## config.mk

```make
export PLATFORM = sky130hd
export DESIGN_NAME = lc3_memory_ctrl_flat
export DESIGN_NICKNAME = d
export VERILOG_FILES = /design/src/rtl/lc3_mem_pkg.sv /design/src/rtl/lc3_mem_if.sv /design/src/rtl/lc3_mmio_regs.sv /design/src/rtl/lc3_memory_ctrl.sv /design/src/flat_wrapper.sv
export SDC_FILE = /design/constraint.sdc
export NUM_CORES = 1
export LEC_CHECK = 0
export ABC_AREA = 0
export CAP_MARGIN = 20
export CORE_UTILIZATION = 30
export CTS_BUF_LIST = sky130_fd_sc_hd__clkbuf_4
export DETAILED_ROUTE_END_ITERATION = 10
export DONT_BUFFER_PORTS = 1
export PLACE_DENSITY = 0.46
export SYNTH_ARGS = -nofsm -noshare
export SYNTH_HDL_FRONTEND = slang
export SYNTH_SLANG_ARGS = --single-unit
```

## constraint.sdc

```tcl
create_clock -name i_CLK -period 5.67 [get_ports i_CLK]
set_clock_uncertainty 0.2 [all_clocks]
set_input_delay 0.567 -clock i_CLK [delete_from_list [all_inputs] [get_ports i_CLK]]
set_output_delay 0.567 -clock i_CLK [all_outputs]
set_load 0.03 [all_outputs]
```

## src/rtl/lc3_mem_pkg.sv

```systemverilog
// Shared types and constants for the LC-3 memory controller.
// The device-register decode helper is only used when LC3_MMIO_EN is defined.
package lc3_mem_pkg;

  typedef enum logic [1:0] {
    ST_IDLE   = 2'd0,
    ST_ACCESS = 2'd1,
    ST_DONE   = 2'd2
  } state_e;

  localparam logic [15:0] KBSR_ADDR = 16'hFE00;
  localparam logic [15:0] KBDR_ADDR = 16'hFE02;
  localparam logic [15:0] DSR_ADDR  = 16'hFE04;
  localparam logic [15:0] DDR_ADDR  = 16'hFE06;

  localparam int WAIT_MIN = 1;
  localparam int WAIT_MAX = 15;

  function automatic logic is_mmio(input logic [15:0] a);
    return (a == KBSR_ADDR) || (a == KBDR_ADDR) || (a == DSR_ADDR) || (a == DDR_ADDR);
  endfunction

endpackage

```

## src/rtl/lc3_mem_if.sv

```systemverilog
// Datapath, SRAM and console signals of the LC-3 memory controller.
// master = datapath/SRAM/console side, slave = controller.
interface lc3_mem_if #(
  parameter int ADDR_W = 16,
  parameter int DATA_W = 16
);
  logic              i_MIO_EN;
  logic              i_R_W;
  logic [ADDR_W-1:0] i_MAR;
  logic [DATA_W-1:0] i_MDR;
  logic [DATA_W-1:0] o_MDR_in;
  logic              o_R_Bit;
  logic              o_mem_ce;
  logic              o_mem_we;
  logic [ADDR_W-1:0] o_mem_addr;
  logic [DATA_W-1:0] o_mem_wdata;
  logic [DATA_W-1:0] i_mem_rdata;
  logic [7:0]        i_kb_data;
  logic              i_kb_valid;
  logic [7:0]        o_dd_data;
  logic              o_dd_valid;
  logic              o_kb_int;

  modport master (
    output i_MIO_EN, i_R_W, i_MAR, i_MDR, i_mem_rdata, i_kb_data, i_kb_valid,
    input  o_MDR_in, o_R_Bit, o_mem_ce, o_mem_we, o_mem_addr, o_mem_wdata,
           o_dd_data, o_dd_valid, o_kb_int
  );

  modport slave (
    input  i_MIO_EN, i_R_W, i_MAR, i_MDR, i_mem_rdata, i_kb_data, i_kb_valid,
    output o_MDR_in, o_R_Bit, o_mem_ce, o_mem_we, o_mem_addr, o_mem_wdata,
           o_dd_data, o_dd_valid, o_kb_int
  );
endinterface

```

## src/rtl/lc3_mmio_regs.sv

```systemverilog
// LC-3 console device registers (KBSR/KBDR/DSR/DDR); built only with LC3_MMIO_EN.
// xfer marks the final ACCESS cycle of a device-register transaction.
module lc3_mmio_regs
  import lc3_mem_pkg::*;
(
  input  logic        clk,
  input  logic        rst_n,
  input  logic [7:0]  kb_data,
  input  logic        kb_valid,
  input  logic [15:0] addr,
  input  logic [15:0] wdata,
  input  logic        xfer,
  input  logic        rw,
  output logic [15:0] rdata,
  output logic [7:0]  dd_data,
  output logic        dd_valid,
  output logic        kb_int
);

  logic       kb_ready_q, kb_ready_d;
  logic       kb_ie_q, kb_ie_d;
  logic [7:0] kbdr_q, kbdr_d;
  logic [7:0] dd_data_q, dd_data_d;
  logic       dd_valid_q, dd_valid_d;
  logic       kb_int_q, kb_int_d;
  logic       wdata_unused_s;

  assign wdata_unused_s = ^{wdata[15], wdata[13:8]};

  // Register read mux
  always_comb begin
    case (addr)
      KBSR_ADDR: rdata = {kb_ready_q, kb_ie_q, 14'd0};
      KBDR_ADDR: rdata = {8'd0, kbdr_q};
      DSR_ADDR:  rdata = 16'h8000;
      default:   rdata = 16'h0000;
    endcase
  end

  // Register updates; a new keystroke beats a simultaneous KBDR read
  always_comb begin
    kb_ready_d = kb_ready_q;
    kb_ie_d    = kb_ie_q;
    kbdr_d     = kbdr_q;
    dd_data_d  = dd_data_q;
    dd_valid_d = 1'b0;
    if (xfer && !rw && (addr == KBDR_ADDR)) begin
      kb_ready_d = 1'b0;
    end else begin
      kb_ready_d = kb_ready_q;
    end
    if (kb_valid) begin
      kb_ready_d = 1'b1;
      kbdr_d     = kb_data;
    end else begin
      kbdr_d = kbdr_q;
    end
    if (xfer && rw && (addr == KBSR_ADDR)) begin
      kb_ie_d = wdata[14];
    end else begin
      kb_ie_d = kb_ie_q;
    end
    if (xfer && rw && (addr == DDR_ADDR)) begin
      dd_data_d  = wdata[7:0];
      dd_valid_d = 1'b1;
    end else begin
      dd_data_d = dd_data_q;
    end
    kb_int_d = kb_ready_d & kb_ie_d;
  end

  // Register state
  always_ff @(posedge clk or negedge rst_n) begin
    if (!rst_n) begin
      kb_ready_q <= 1'b0;
      kb_ie_q    <= 1'b0;
      kbdr_q     <= 8'd0;
      dd_data_q  <= 8'd0;
      dd_valid_q <= 1'b0;
      kb_int_q   <= 1'b0;
    end else begin
      kb_ready_q <= kb_ready_d;
      kb_ie_q    <= kb_ie_d;
      kbdr_q     <= kbdr_d;
      dd_data_q  <= dd_data_d;
      dd_valid_q <= dd_valid_d;
      kb_int_q   <= kb_int_d;
    end
  end

  assign dd_data  = dd_data_q;
  assign dd_valid = dd_valid_q;
  assign kb_int   = kb_int_q;

endmodule

```

## src/rtl/lc3_memory_ctrl.sv

```systemverilog
// LC-3 memory interface: fixed-latency SRAM sequencing and R-bit generation.
// Define LC3_MMIO_EN to decode the console device registers at xFE00-xFE06.
module lc3_memory_ctrl
  import lc3_mem_pkg::*;
#(
  parameter int WAIT_CYCLES = 2,
  parameter int ADDR_W      = 16,
  parameter int DATA_W      = 16
) (
  input  logic       i_CLK,
  input  logic       i_Reset,
  lc3_mem_if.slave   bus
);

  localparam int WAIT_CLAMP = (WAIT_CYCLES < WAIT_MIN) ? WAIT_MIN :
                              (WAIT_CYCLES > WAIT_MAX) ? WAIT_MAX : WAIT_CYCLES;
  localparam logic [3:0] CNT_LOAD = 4'(WAIT_CLAMP - 1);

  state_e            state_q, state_d;
  logic [3:0]        cnt_q, cnt_d;
  logic [ADDR_W-1:0] addr_q, addr_d;
  logic [DATA_W-1:0] wdata_q, wdata_d;
  logic [DATA_W-1:0] mdr_q, mdr_d;
  logic              rw_q, rw_d;
  logic              mmio_q, mmio_d;
  logic              ce_q, ce_d;
  logic              we_q, we_d;
  logic              r_q, r_d;
  logic              mar_mmio_s;
  logic [DATA_W-1:0] mmio_rdata_s;

`ifdef LC3_MMIO_EN
  logic        mmio_xfer_s;
  logic [15:0] mmio_rdata16_s;

  assign mar_mmio_s  = is_mmio(16'(bus.i_MAR));
  assign mmio_xfer_s = (state_q == ST_ACCESS) && (cnt_q == 4'd0) && mmio_q;
  assign mmio_rdata_s = DATA_W'(mmio_rdata16_s);

  lc3_mmio_regs u_mmio (
    .clk      (i_CLK),
    .rst_n    (i_Reset),
    .kb_data  (bus.i_kb_data),
    .kb_valid (bus.i_kb_valid),
    .addr     (16'(addr_q)),
    .wdata    (16'(wdata_q)),
    .xfer     (mmio_xfer_s),
    .rw       (rw_q),
    .rdata    (mmio_rdata16_s),
    .dd_data  (bus.o_dd_data),
    .dd_valid (bus.o_dd_valid),
    .kb_int   (bus.o_kb_int)
  );
`else
  logic kb_unused_s;

  assign mar_mmio_s     = 1'b0;
  assign mmio_rdata_s   = '0;
  assign kb_unused_s    = ^{bus.i_kb_data, bus.i_kb_valid};
  assign bus.o_dd_data  = 8'd0;
  assign bus.o_dd_valid = 1'b0;
  assign bus.o_kb_int   = 1'b0;
`endif

  // Next-state, latches and registered SRAM/R outputs
  always_comb begin
    state_d = state_q;
    cnt_d   = cnt_q;
    addr_d  = addr_q;
    wdata_d = wdata_q;
    rw_d    = rw_q;
    mmio_d  = mmio_q;
    mdr_d   = mdr_q;
    case (state_q)
      ST_IDLE: begin
        if (bus.i_MIO_EN) begin
          addr_d  = bus.i_MAR;
          wdata_d = bus.i_MDR;
          rw_d    = bus.i_R_W;
          mmio_d  = mar_mmio_s;
          cnt_d   = mar_mmio_s ? 4'd0 : CNT_LOAD;
          state_d = ST_ACCESS;
        end else begin
          state_d = ST_IDLE;
        end
      end
      ST_ACCESS: begin
        if (cnt_q == 4'd0) begin
          state_d = ST_DONE;
          if (!rw_q) begin
            mdr_d = mmio_q ? mmio_rdata_s : bus.i_mem_rdata;
          end else begin
            mdr_d = mdr_q;
          end
        end else begin
          cnt_d = cnt_q - 4'd1;
        end
      end
      ST_DONE: state_d = ST_IDLE;
      default: state_d = ST_IDLE;
    endcase
    ce_d = (state_d == ST_ACCESS) && !mmio_d;
    we_d = ce_d && rw_d;
    r_d  = (state_d == ST_DONE);
  end

  // State and output registers; reset aborts any access in flight
  always_ff @(posedge i_CLK or negedge i_Reset) begin
    if (!i_Reset) begin
      state_q <= ST_IDLE;
      cnt_q   <= 4'd0;
      addr_q  <= '0;
      wdata_q <= '0;
      rw_q    <= 1'b0;
      mmio_q  <= 1'b0;
      mdr_q   <= '0;
      ce_q    <= 1'b0;
      we_q    <= 1'b0;
      r_q     <= 1'b0;
    end else begin
      state_q <= state_d;
      cnt_q   <= cnt_d;
      addr_q  <= addr_d;
      wdata_q <= wdata_d;
      rw_q    <= rw_d;
      mmio_q  <= mmio_d;
      mdr_q   <= mdr_d;
      ce_q    <= ce_d;
      we_q    <= we_d;
      r_q     <= r_d;
    end
  end

  assign bus.o_MDR_in    = mdr_q;
  assign bus.o_R_Bit     = r_q;
  assign bus.o_mem_ce    = ce_q;
  assign bus.o_mem_we    = we_q;
  assign bus.o_mem_addr  = addr_q;
  assign bus.o_mem_wdata = wdata_q;

endmodule

```

## src/flat_wrapper.sv

```systemverilog
// flat-port wrapper written by rule: the top's interface ports become plain ports
module lc3_memory_ctrl_flat import lc3_mem_pkg::*;
#(
  parameter int WAIT_CYCLES = 2,
  parameter int ADDR_W      = 16,
  parameter int DATA_W      = 16
)
  (i_CLK, i_Reset, bus_i_MIO_EN, bus_i_R_W, bus_i_MAR, bus_i_MDR, bus_i_mem_rdata, bus_i_kb_data, bus_i_kb_valid, bus_o_MDR_in, bus_o_R_Bit, bus_o_mem_ce, bus_o_mem_we, bus_o_mem_addr, bus_o_mem_wdata, bus_o_dd_data, bus_o_dd_valid, bus_o_kb_int);
  lc3_mem_if #(.ADDR_W(ADDR_W), .DATA_W(DATA_W)) bus_i ();
  input  logic i_CLK;
  input  logic i_Reset;
  input wire logic [$bits(bus_i.i_MIO_EN)-1:0] bus_i_MIO_EN;
  input wire logic [$bits(bus_i.i_R_W)-1:0] bus_i_R_W;
  input wire logic [$bits(bus_i.i_MAR)-1:0] bus_i_MAR;
  input wire logic [$bits(bus_i.i_MDR)-1:0] bus_i_MDR;
  input wire logic [$bits(bus_i.i_mem_rdata)-1:0] bus_i_mem_rdata;
  input wire logic [$bits(bus_i.i_kb_data)-1:0] bus_i_kb_data;
  input wire logic [$bits(bus_i.i_kb_valid)-1:0] bus_i_kb_valid;
  output wire logic [$bits(bus_i.o_MDR_in)-1:0] bus_o_MDR_in;
  output wire logic [$bits(bus_i.o_R_Bit)-1:0] bus_o_R_Bit;
  output wire logic [$bits(bus_i.o_mem_ce)-1:0] bus_o_mem_ce;
  output wire logic [$bits(bus_i.o_mem_we)-1:0] bus_o_mem_we;
  output wire logic [$bits(bus_i.o_mem_addr)-1:0] bus_o_mem_addr;
  output wire logic [$bits(bus_i.o_mem_wdata)-1:0] bus_o_mem_wdata;
  output wire logic [$bits(bus_i.o_dd_data)-1:0] bus_o_dd_data;
  output wire logic [$bits(bus_i.o_dd_valid)-1:0] bus_o_dd_valid;
  output wire logic [$bits(bus_i.o_kb_int)-1:0] bus_o_kb_int;
  assign bus_i.i_MIO_EN = bus_i_MIO_EN;
  assign bus_i.i_R_W = bus_i_R_W;
  assign bus_i.i_MAR = bus_i_MAR;
  assign bus_i.i_MDR = bus_i_MDR;
  assign bus_i.i_mem_rdata = bus_i_mem_rdata;
  assign bus_i.i_kb_data = bus_i_kb_data;
  assign bus_i.i_kb_valid = bus_i_kb_valid;
  assign bus_o_MDR_in = bus_i.o_MDR_in;
  assign bus_o_R_Bit = bus_i.o_R_Bit;
  assign bus_o_mem_ce = bus_i.o_mem_ce;
  assign bus_o_mem_we = bus_i.o_mem_we;
  assign bus_o_mem_addr = bus_i.o_mem_addr;
  assign bus_o_mem_wdata = bus_i.o_mem_wdata;
  assign bus_o_dd_data = bus_i.o_dd_data;
  assign bus_o_dd_valid = bus_i.o_dd_valid;
  assign bus_o_kb_int = bus_i.o_kb_int;
  lc3_memory_ctrl #(.WAIT_CYCLES(WAIT_CYCLES), .ADDR_W(ADDR_W), .DATA_W(DATA_W)) u_core (.i_CLK(i_CLK), .i_Reset(i_Reset), .bus(bus_i));
endmodule
```

==> results of run 1 <==
[registers in the layout, summed over array words and instances, names as in the netlist]
signal,cells
u_core.bus.o_R_Bit,1
u_core.state_q,2
u_core.bus.o_mem_wdata,16
u_core.bus.o_mem_ce,1
u_core.bus.o_MDR_in,16
u_core.cnt_q,4
u_core.mmio_q,1
u_core.bus.o_mem_we,1
u_core.bus.o_mem_addr,16
u_core.rw_q,1
[metal layers]
layer  routed length, µm  share of wire, %
met5                   0                 0
met4                 101               2.0
met3                 607                12
met2                2080                41
met1                2250                45
[area by class of cell]
| class | count | area, µm² |
|---|---|---|
| fillers | 864 | 5480 |
| flip-flops and latches | 59 | 1480 |
| multi-input cells | 169 | 921 |
| well taps | 105 | 131 |
| clock buffers | 12 | 90.1 |
| repair buffers | 3 | 45.0 |
| clock inverters | 4 | 17.5 |
| inverters | 3 | 11.3 |
[logic make-up (layout without fill, tap and decap cells)]
group | Yosys count | after routing | synth area share, %
adders and majority gates | 2 | 2 | 0.996
and+or+nand+nor | 133 | 133 | 22.8
muxes | 18 | 18 | 9.47
buffers and inverters | 24 | 22 | 6.08
DFF | 59 | 59 | 58.8
other | 1 | 10 | 0.149
AOI/OAI and AO/OA | 6 | 6 | 1.74
[metrics by stage]
stage                     total power [mW]  instances  hold WS, ps  utilization [%]
after floorplan                       1.45        252         71.4                -
after global placement                1.53        337         72.6             31.2
after detailed placement              1.54        337         72.6             31.2
after CTS                             1.81        355         41.8             32.9
after global routing                  1.90        355         41.9             32.9
final                                 1.78        355         82.1             32.9
[Yosys cell counts (all sizes together)]
cell and n:
a311o 1, nor4 1, nand3 1, o21bai 1, o31ai 1, dfrtp 59, nor2b 17, conb 1
or3 2, a32oi 1, inv 3, buf 13, clkbuf 8, nand2 103, nor3b 1, o21ai 2
mux2 16, and2 2, ha 2, nand2b 1, or3b 2, mux2i 2, nor2 3
[final timing paths]
kind,from,end,slack [ps],depth (start not counted)
max,u_core.cnt_q[0]$_DFFE_PN0P_,u_core.bus.o_MDR_in[13]$_DFFE_PN0P_,3030,5
min,bus_i_MDR[10],u_core.bus.o_mem_wdata[10]$_DFFE_PN0P_,80,2
max reg2reg,u_core.cnt_q[0]$_DFFE_PN0P_,u_core.bus.o_MDR_in[13]$_DFFE_PN0P_,3030,5
min reg2reg,u_core.cnt_q[2]$_DFFE_PN0P_,u_core.cnt_q[2]$_DFFE_PN0P_,300,1
max in group asynchronous,i_Reset,u_core.bus.o_mem_wdata[14]$_DFFE_PN0P_,4470,2
min in group asynchronous,i_Reset,u_core.cnt_q[0]$_DFFE_PN0P_,500,2
[power by group through the flow]
stage | Clock (mW) | Sequential (mW) | Combinational (mW)
detailed placement | 0 | 1.13 | 0.412
finish | 0.251 | 1.12 | 0.408
global placement | 0 | 1.13 | 0.397
global route | 0.283 | 1.15 | 0.473
CTS | 0.266 | 1.12 | 0.422
floorplan | 0 | 1.08 | 0.366
[worst max-delay path, delay by kind of cell (launching register included)]
kind | cells | cell delay (ps)
and+or+nand+nor | 2 | 1210
muxes | 1 | 440
DFF | 1 | 420
adders and majority gates | 1 | 170
buffers and inverters | 1 | 90
==> reports/qor.txt, run 1 <==
Final Cell Area -> 2690 µm²
Synth top area share -> 58.8%
Sequential area share after synthesis -> 58.8%
Area grow syn2layout -> 7.22%
Setup TNS -> 0 ps
Worst EP arrival -> 2710 ps
Vias -> 1,592
Yosys top cell by area -> dfrtp_1
CTS tree -> yes
Rows -> 33
Ys Warns -> 0
Root Buffer -> clkbuf_4
Worst Path Class, Setup -> reg -> reg
Period minus WS final -> 2640 ps
Synth Instances -> 243
Ant diodes -> 0
Antenna viol nets, final -> 0
Rel. slew slack -> 39.6%
Global-route met3 utilization -> 5.77%
CTS max path bufs -> 2
PortBufs -> 0
Internal cell power -> 0.910 mW
Clock transition at path regs -> 100 ps
Detailed Routing Iterations Pass 1 -> 4
Cell Area, Synth -> 2510 µm²
Placer Congestion -> 0.687
DR WL/cell -> 14.2 µm
Final setup viols -> 0
Most common cell after layout, fill and taps aside -> nand2_1
Die H -> 93.5 µm
Startpoint types -> register
Max incr delay on CP -> 760 ps
Detailed placer's ending HPWL -> 3160 µm
GRT met2 Usage -> 18.3%
Setup WS pre-CTS -> 3010 ps
Crit-path slowest cell -> or3_1
First-pass GRT wire length -> 7890 µm
Max Cap Violations -> 0
Initial core utilization -> 30.7%
Die footprint -> 8740 µm²
Fmax -> 0.379 GHz
Sw Pwr -> 0.867 mW
Nets -> 308
Initial antenna violation count -> 0
Result of the run -> finished clean
Max Slew Vio Count -> 0
H-tree levels -> 3
Hold Buf Count CTS -> 2
WP data required -> 5740 ps
RSZ-0062 raised after global routing -> no
GR peak layer -> met2
Largest fanout on the critical path -> 16
Number of global-route vias before repair -> 1,574
Worst skew pair latency -> 380 ps
Synth cell types -> 28
Commonest non-fill, non-tap cells in the layout -> nand2_1 (103), dfrtp_1 (59), nor2b_1 (17)
Share of cells above drive strength 1 -> 13.6%
Worst setup EP type -> register
Synth area leaders -> dfrtp_1 (59%), nand2_1 (15%), mux2_4 (6.0%)
Final hold vios -> 0
Reg power frac -> 62.9%
GRT overflow -> 0
Sw Ratio -> 48.8%
Worst Setup Slack, final -> 3030 ps
Drt drc -> 0
Via density -> 4.48
Period Utilization, post-route -> 46.6%
Placed cell area -> 2550 µm²
Seq cells post-synth -> 59
Clock Power Share -> 14.1%
Chip Width -> 93.5 µm
Iter 0 DRT Violations -> 35
# IOs -> 122
Max IR drop VDD -> 0.000246 V
Cts repair resizes -> 0
Global router's overall resource usage -> 12.1%
Critical path, cell by cell -> inv_1 > ha_1 > or3b_1 > or3_1 > mux2_4
Clk sink count -> 59
Leak -> 1.39 nW
Post-CTS setup buffers -> 0
Core ar. -> 8180 µm²
Hold crit path type -> in -> reg
Measured slew at the worst slew-check pin -> 906 ps
CTS buffer count -> 9
Pwr Density -> 660 nW/µm²
Detailed Route WL -> 5040 µm
Largest net degree at the start of global routing -> 60
Combinational share of power -> 23.0%
Mapped Avg Cell Area -> 10.3 µm²
Met1 Use GR -> 14.3%
Power figures use the tool's default switching activity.
==> run 2, diff against run 1 <==
==> constraint.sdc (replaced) <==
create_clock -name i_CLK -period 2.5 [get_ports i_CLK]
set_clock_uncertainty 0.2 [all_clocks]
set_input_delay 0.25 -clock i_CLK [delete_from_list [all_inputs] [get_ports i_CLK]]
set_output_delay 0.25 -clock i_CLK [all_outputs]
set_load 0.03 [all_outputs]
==> reports/qor.txt, run 2 (synthesized netlist as in run 1, its figures left out) <==
CTS tree -> yes (unchanged)
Global-route met3 utilization -> 4.72% (was 5.77%)
Worst setup EP type -> register (unchanged)
# IOs -> 122 (unchanged)
Worst skew pair latency -> 390 ps (was 380 ps)
Share of cells above drive strength 1 -> 12.2% (was 13.6%)
H-tree levels -> 3 (unchanged)
Worst EP arrival -> 2310 ps (was 2710 ps)
Post-CTS setup buffers -> 0 (unchanged)
First-pass GRT wire length -> 8630 µm (was 7890 µm)
WHS Path Cells -> 4 (was 2)
GRT met2 Usage -> 21.1% (was 18.3%)
Via density -> 4.39 (was 4.48)
Antenna viol nets, final -> 0 (unchanged)
Chip Width -> 93.5 µm (unchanged)
Clk sink count -> 59 (unchanged)
RSZ-0062 raised after global routing -> no (unchanged)
Iter 0 DRT Violations -> 78 (was 35)
Detailed Routing Iterations Pass 1 -> 4 (unchanged)
Total power -> 4.31 mW (was 1.78 mW)
Period Utilization, post-route -> 89.4% (was 46.6%)
Most common cell after layout, fill and taps aside -> nand2_1 (unchanged)
CTS max path bufs -> 2 (unchanged)
Fmax -> 0.447 GHz (was 0.379 GHz)
Worst R2R End -> u_core.bus.o_MDR_in[7]$_DFFE_PN0P_ (was u_core.bus.o_MDR_in[13]$_DFFE_PN0P_)
Number of global-route vias before repair -> 1,832 (was 1,574)
Setup TNS -> 0 ps (unchanged)
Reg2reg start -> u_core.cnt_q[0]$_DFFE_PN0P_ (unchanged)
Layout fillers -> 789 (was 864)
Initial core utilization -> 30.7% (unchanged)
Ant diodes -> 0 (unchanged)
Result of the run -> finished clean (unchanged)
Die footprint -> 8740 µm² (unchanged)
Hold_sp -> bus_i_MIO_EN (was bus_i_MDR[10])
CTS buffer count -> 9 (unchanged)
Pwr Density -> 1320 nW/µm² (was 660 nW/µm²)
Largest net degree at the start of global routing -> 60 (unchanged)
Die H -> 93.5 µm (unchanged)
Rows -> 33 (unchanged)
Placer Congestion -> 0.663 (was 0.687)
Worst Hold Margin -> 126 ps (was 82.1 ps)
Max IR drop VDD -> 0.000485 V (was 0.000246 V)
Core ar. -> 8180 µm² (unchanged)
Max Cap Violations -> 0 (unchanged)
Detailed Route WL -> 5560 µm (was 5040 µm)
Root Buffer -> clkbuf_4 (unchanged)
Cells after DPL -> 340 (was 337)
Rel. slew slack -> 45.0% (was 39.6%)
Drt drc -> 0 (unchanged)
Area grow syn2layout -> 29.7% (was 7.22%)
Nets -> 361 (was 308)
Final setup viols -> 0 (unchanged)
Hold path endpoint -> u_core.bus.o_mem_wdata[13]$_DFFE_PN0P_ (was u_core.bus.o_mem_wdata[10]$_DFFE_PN0P_)
Commonest non-fill, non-tap cells in the layout -> nand2_1 (103), dfrtp_1 (59), dlygate4sd3_1 (51) (was nand2_1 (103), dfrtp_1 (59), nor2b_1 (17))
Worst Path Class, Setup -> reg -> reg (unchanged)
Hold crit path type -> in -> reg (unchanged)
Final hold vios -> 0 (unchanged)
WP data required -> 2580 ps (was 5740 ps)
Period minus WS final -> 2240 ps (was 2640 ps)
Vias -> 1,791 (was 1,592)
Cts repair resizes -> 0 (unchanged)
Measured slew at the worst slew-check pin -> 824 ps (was 906 ps)
Detailed placer's ending HPWL -> 3230 µm (was 3160 µm)
Global router's overall resource usage -> 13.1% (was 12.1%)
GRT overflow -> 0 (unchanged)
Startpoint types -> register (unchanged)
Max Slew Vio Count -> 0 (unchanged)
Largest fanout on the critical path -> 16 (unchanged)
GR peak layer -> met2 (unchanged)
Reg2reg path depth -> 6 (was 5)
Clock transition at path regs -> 100 ps (about the same)
Initial antenna violation count -> 0 (unchanged)
DR WL/cell -> 13.6 µm (was 14.2 µm)
Leak -> 1.63 nW (was 1.39 nW)
Final Non-Filler Cells -> 408 (was 355)
R2R setup slack -> 260 ps (was 3030 ps)
Met1 Use GR -> 15.7% (was 14.3%)
PortBufs -> 0 (unchanged)
## run 2: cell types whose count changed in the layout (fill, tap and decap cells not counted), sizes merged
cell,delta
buf,+3
clkbuf,-3
dlygate4sd3,+50
bufinv,+2
clkinv,+1
## run 2: worst max-delay path: stages, from the launching register on
cell and delay [ps]:
dfrtp_1 420, inv_1 90, ha_1 160, or3b_1 360, or3_1 340, buf_4 230, mux2_4 320
## run 2: through the flow
| stage | setup slack [ps] | utilization [%] | cell area, µm² |
|---|---|---|---|
| after CTS | 254 | 39.9 | 3260 |
| after global routing | 154 | 39.9 | 3260 |
| after detailed placement | 269 | 31.4 | 2570 |
| after global placement | 294 | 31.4 | 2570 |
| after floorplan | 185 | - | 2540 |
| final | 264 | 39.9 | 3260 |
## run 2: worst max-delay path by stage
stage / startpoint / end / slack (ps)
2_1_floorplan: u_core.cnt_q[0]$_DFFE_PN0P_ / u_core.bus.o_MDR_in[10]$_DFFE_PN0P_ / 180
3_3_place_gp: u_core.cnt_q[0]$_DFFE_PN0P_ / u_core.bus.o_MDR_in[14]$_DFFE_PN0P_ / 290
3_5_place_dp: u_core.cnt_q[0]$_DFFE_PN0P_ / u_core.bus.o_MDR_in[10]$_DFFE_PN0P_ / 270
4_1_cts: u_core.cnt_q[0]$_DFFE_PN0P_ / u_core.bus.o_MDR_in[7]$_DFFE_PN0P_ / 250
5_1_grt: u_core.cnt_q[0]$_DFFE_PN0P_ / u_core.bus.o_MDR_in[12]$_DFFE_PN0P_ / 150
6_report: u_core.cnt_q[0]$_DFFE_PN0P_ / u_core.bus.o_MDR_in[7]$_DFFE_PN0P_ / 260
## run 2: final cells by class
class	count	area [µm²]	area share, %
tap	105	131	4.03
sequential	59	1480	45.3
clock buffer	9	67.6	2.07
timing repair buffer	56	568	17.4
inverter	3	11.3	0.346
clock inverter	7	82.6	2.53
multi-input combinational	169	921	28.3
## run 2: power breakdown
group,switching [mW],internal (mW)
registers,1.14,1.40
clock network,0.347,0.394
logic,0.527,0.507
total,2.02,2.30
## run 2: timing repair
item,CTS,global route
hold buffers,52,0
endpoints found under the hold margin,110,0
endpoints found under the setup margin,0,0
## run 2: metal layers
layer	vias to the layer above	wire length [µm]
li1	854	-
met1	836	2450
met2	90	2530
met3	11	483
met4	0	94
met5	-	0
==> run 3, diff against run 2 <==
--- a/config.mk
+++ b/config.mk
@@ -7,11 +7,12 @@
 export LEC_CHECK = 0
 export ABC_AREA = 0
 export CAP_MARGIN = 20
+export CORE_MARGIN = 4
 export CORE_UTILIZATION = 30
 export CTS_BUF_LIST = sky130_fd_sc_hd__clkbuf_4
 export DETAILED_ROUTE_END_ITERATION = 10
 export DONT_BUFFER_PORTS = 1
-export PLACE_DENSITY = 0.46
+export PLACE_DENSITY = 0.47
 export SYNTH_ARGS = -nofsm -noshare
 export SYNTH_HDL_FRONTEND = slang
 export SYNTH_SLANG_ARGS = --single-unit
==> constraint.sdc (replaced) <==
create_clock -name i_CLK -period 1.9 [get_ports i_CLK]
set_clock_uncertainty 0.2 [all_clocks]
set_input_delay 0.19 -clock i_CLK [delete_from_list [all_inputs] [get_ports i_CLK]]
set_output_delay 0.19 -clock i_CLK [all_outputs]
set_load 0.03 [all_outputs]
==> reports/qor.txt, run 3 (synthesized netlist as in run 1, its figures left out) <==
Result of the run -> finished, violations left (was finished clean)
Failing checks -> negative setup slack
Period Utilization, post-route -> 115% (was 89.4%)
Cells after DPL -> 349 (was 340)
Hold crit path type -> in -> reg (unchanged)
Period minus WS final -> 2180 ps (was 2240 ps)
Measured slew at the worst slew-check pin -> 606 ps (was 824 ps)
Fmax -> 0.458 GHz (was 0.447 GHz)
Max Cap Violations -> 0 (unchanged)
Largest net degree at the start of global routing -> 60 (unchanged)
Worst Path Class, Setup -> reg -> reg (unchanged)
DR WL/cell -> 14.5 µm (was 13.6 µm)
WP data required -> 1970 ps (was 2580 ps)
Placed cell area -> 2650 µm² (was 2570 µm²)
Max Slew Vio Count -> 0 (unchanged)
Die footprint -> 9900 µm² (was 8740 µm²)
Die H -> 99.5 µm (was 93.5 µm)
Nets -> 372 (was 361)
Rel. slew slack -> 59.6% (was 45.0%)
Final Cell Area -> 3360 µm² (was 3260 µm²)
Vias -> 1,831 (was 1,791)
Crit-path slowest cell -> or3_4 (was dfrtp_1)
Clock Power Share -> 14.2% (was 17.2%)
Final setup viols -> 16 (was 0)
Final Non-Filler Cells -> 417 (was 408)
CTS buffer count -> 9 (unchanged)
Number of global-route vias before repair -> 2,004 (was 1,832)
Pwr Density -> 1710 nW/µm² (was 1320 nW/µm²)
Largest fanout on the critical path -> 8 (was 16)
Global router's overall resource usage -> 12.4% (was 13.1%)
Worst Setup Slack, final -> -284 ps (was 264 ps)
Via density -> 4.39 (about the same)
Internal cell power -> 3.06 mW (was 2.30 mW)
CTS max path bufs -> 2 (unchanged)
RSZ-0062 raised after global routing -> yes (was no)
Detailed Routing Iterations Pass 1 -> 4 (unchanged)
Commonest non-fill, non-tap cells in the layout -> nand2_1 (103), dfrtp_1 (59), dlygate4sd3_1 (51) (unchanged)
Core ar. -> 8180 µm² (unchanged)
GRT overflow -> 0 (unchanged)
PortBufs -> 0 (unchanged)
Clock transition at path regs -> 90 ps (was 100 ps)
Clk sink count -> 59 (unchanged)
Iter 0 DRT Violations -> 49 (was 78)
Most common cell after layout, fill and taps aside -> nand2_1 (unchanged)
Detailed Route WL -> 6060 µm (was 5560 µm)
Area grow syn2layout -> 33.7% (was 29.7%)
Share of cells above drive strength 1 -> 16.3% (was 12.2%)
H-tree levels -> 3 (unchanged)
Startpoint types -> register (unchanged)
Layout fillers -> 775 (was 789)
Max incr delay on CP -> 430 ps (was 420 ps)
Initial core utilization -> 30.7% (unchanged)
Reg power frac -> 58.2% (was 58.8%)
Ant diodes -> 0 (unchanged)
Antenna viol nets, final -> 0 (unchanged)
Leak -> 1.68 nW (was 1.63 nW)
Drt drc -> 0 (unchanged)
Total power -> 5.75 mW (was 4.31 mW)
Worst EP arrival -> 2250 ps (was 2310 ps)
Worst Hold Margin -> 22.3 ps (was 126 ps)
CTS tree -> yes (unchanged)
Placer Congestion -> 0.681 (was 0.663)
Critical path, cell by cell -> inv_2 > ha_4 > or3b_1 > or3_4 > clkbuf_16 > mux2_4 (was inv_1 > ha_1 > or3b_1 > or3_1 > buf_4 > mux2_4)
First-pass GRT wire length -> 9660 µm (was 8630 µm)
Root Buffer -> clkbuf_4 (unchanged)
Worst setup EP type -> register (unchanged)
Worst skew pair latency -> 380 ps (was 390 ps)
Combinational share of power -> 27.6% (was 24.0%)
Final hold vios -> 0 (unchanged)
# IOs -> 122 (unchanged)
Rows -> 33 (unchanged)
Chip Width -> 99.5 µm (was 93.5 µm)
Max IR drop VDD -> 0.000800 V (was 0.000485 V)
Detailed placer's ending HPWL -> 3760 µm (was 3230 µm)
Setup TNS -> -4260 ps (was 0 ps)
Sw Ratio -> 46.7% (about the same)
Initial antenna violation count -> 0 (unchanged)
Sw Pwr -> 2.69 mW (was 2.02 mW)
## run 3: repair_timing
| action | CTS | global route |
|---|---|---|
| setup endpoints to repair | 16 | 16 |
| cloned | 0 | 1 |
| resized for setup | 1 | 4 |
| pin swaps | 0 | 2 |
| hold buffers | 52 | 0 |
| hold endpoints to repair | 110 | 0 |
| setup buffers | 0 | 1 |
## run 3: final timing paths
check / start / endpoint / slack (ps) / cells past startpoint
worst min register to register: u_core.rw_q$_DFF_PN0_ / u_core.rw_q$_DFF_PN0_ / 320 / 2
worst max register to register: u_core.cnt_q[1]$_DFFE_PN0P_ / u_core.bus.o_MDR_in[13]$_DFFE_PN0P_ / -280 / 6
worst max-delay path: u_core.cnt_q[1]$_DFFE_PN0P_ / u_core.bus.o_MDR_in[13]$_DFFE_PN0P_ / -280 / 6
worst min-delay path: bus_i_MIO_EN / u_core.bus.o_mem_ce$_DFF_PN0_ / 20 / 2
max in group asynchronous: i_Reset / u_core.bus.o_mem_addr[13]$_DFFE_PN0P_ / 1100 / 2
min in group asynchronous: i_Reset / u_core.cnt_q[0]$_DFFE_PN0P_ / 140 / 2
## run 3: critical path: cells and delay by family (launching register included)
kind	cells	cell delay (ps)
buffers and inverters	2	270
AND/OR/NAND/NOR	2	790
multiplexers	1	290
adder cells (fa/ha/maj)	1	130
flip-flops	1	400
## run 3: power by group through the flow
stage | clock [mW] | combinational, mW | sequential (mW)
detailed placement | 0 | 1.43 | 3.37
global placement | 0 | 1.36 | 3.38
floorplan | 0 | 1.09 | 3.23
CTS | 0.864 | 1.54 | 3.36
finish | 0.817 | 1.58 | 3.35
global route | 0.924 | 1.81 | 3.42
## run 3: layout make-up
class                      count  area [µm²]  share of cell area (%)
timing repair buffer          67         681                    20.3
clock inverter                 4        43.8                    1.30
multi-input combinational    169         938                    28.0
tap                          105         131                    3.91
sequential                    59        1480                    44.0
inverter                       3        11.3                   0.335
clock buffer                  10        75.1                    2.24
## run 3: per-stage QoR
step / setup slack, ps / utilization, %
after floorplan: -415 / -
after global routing: -324 / 41.1
after CTS: -270 / 40.5
after detailed placement: -268 / 32.4
after global placement: -228 / 32.4
final: -284 / 41.1
## run 3: routing by layer
layer,share of wire [%],vias up,GRT usage (%),wire length (µm)
li1,-,878,-,-
met5,0,-,0,0
met4,1.7,0,5.67,106
met1,41,857,14.8,2490
met3,10,11,4.42,636
met2,47,85,20.0,2830
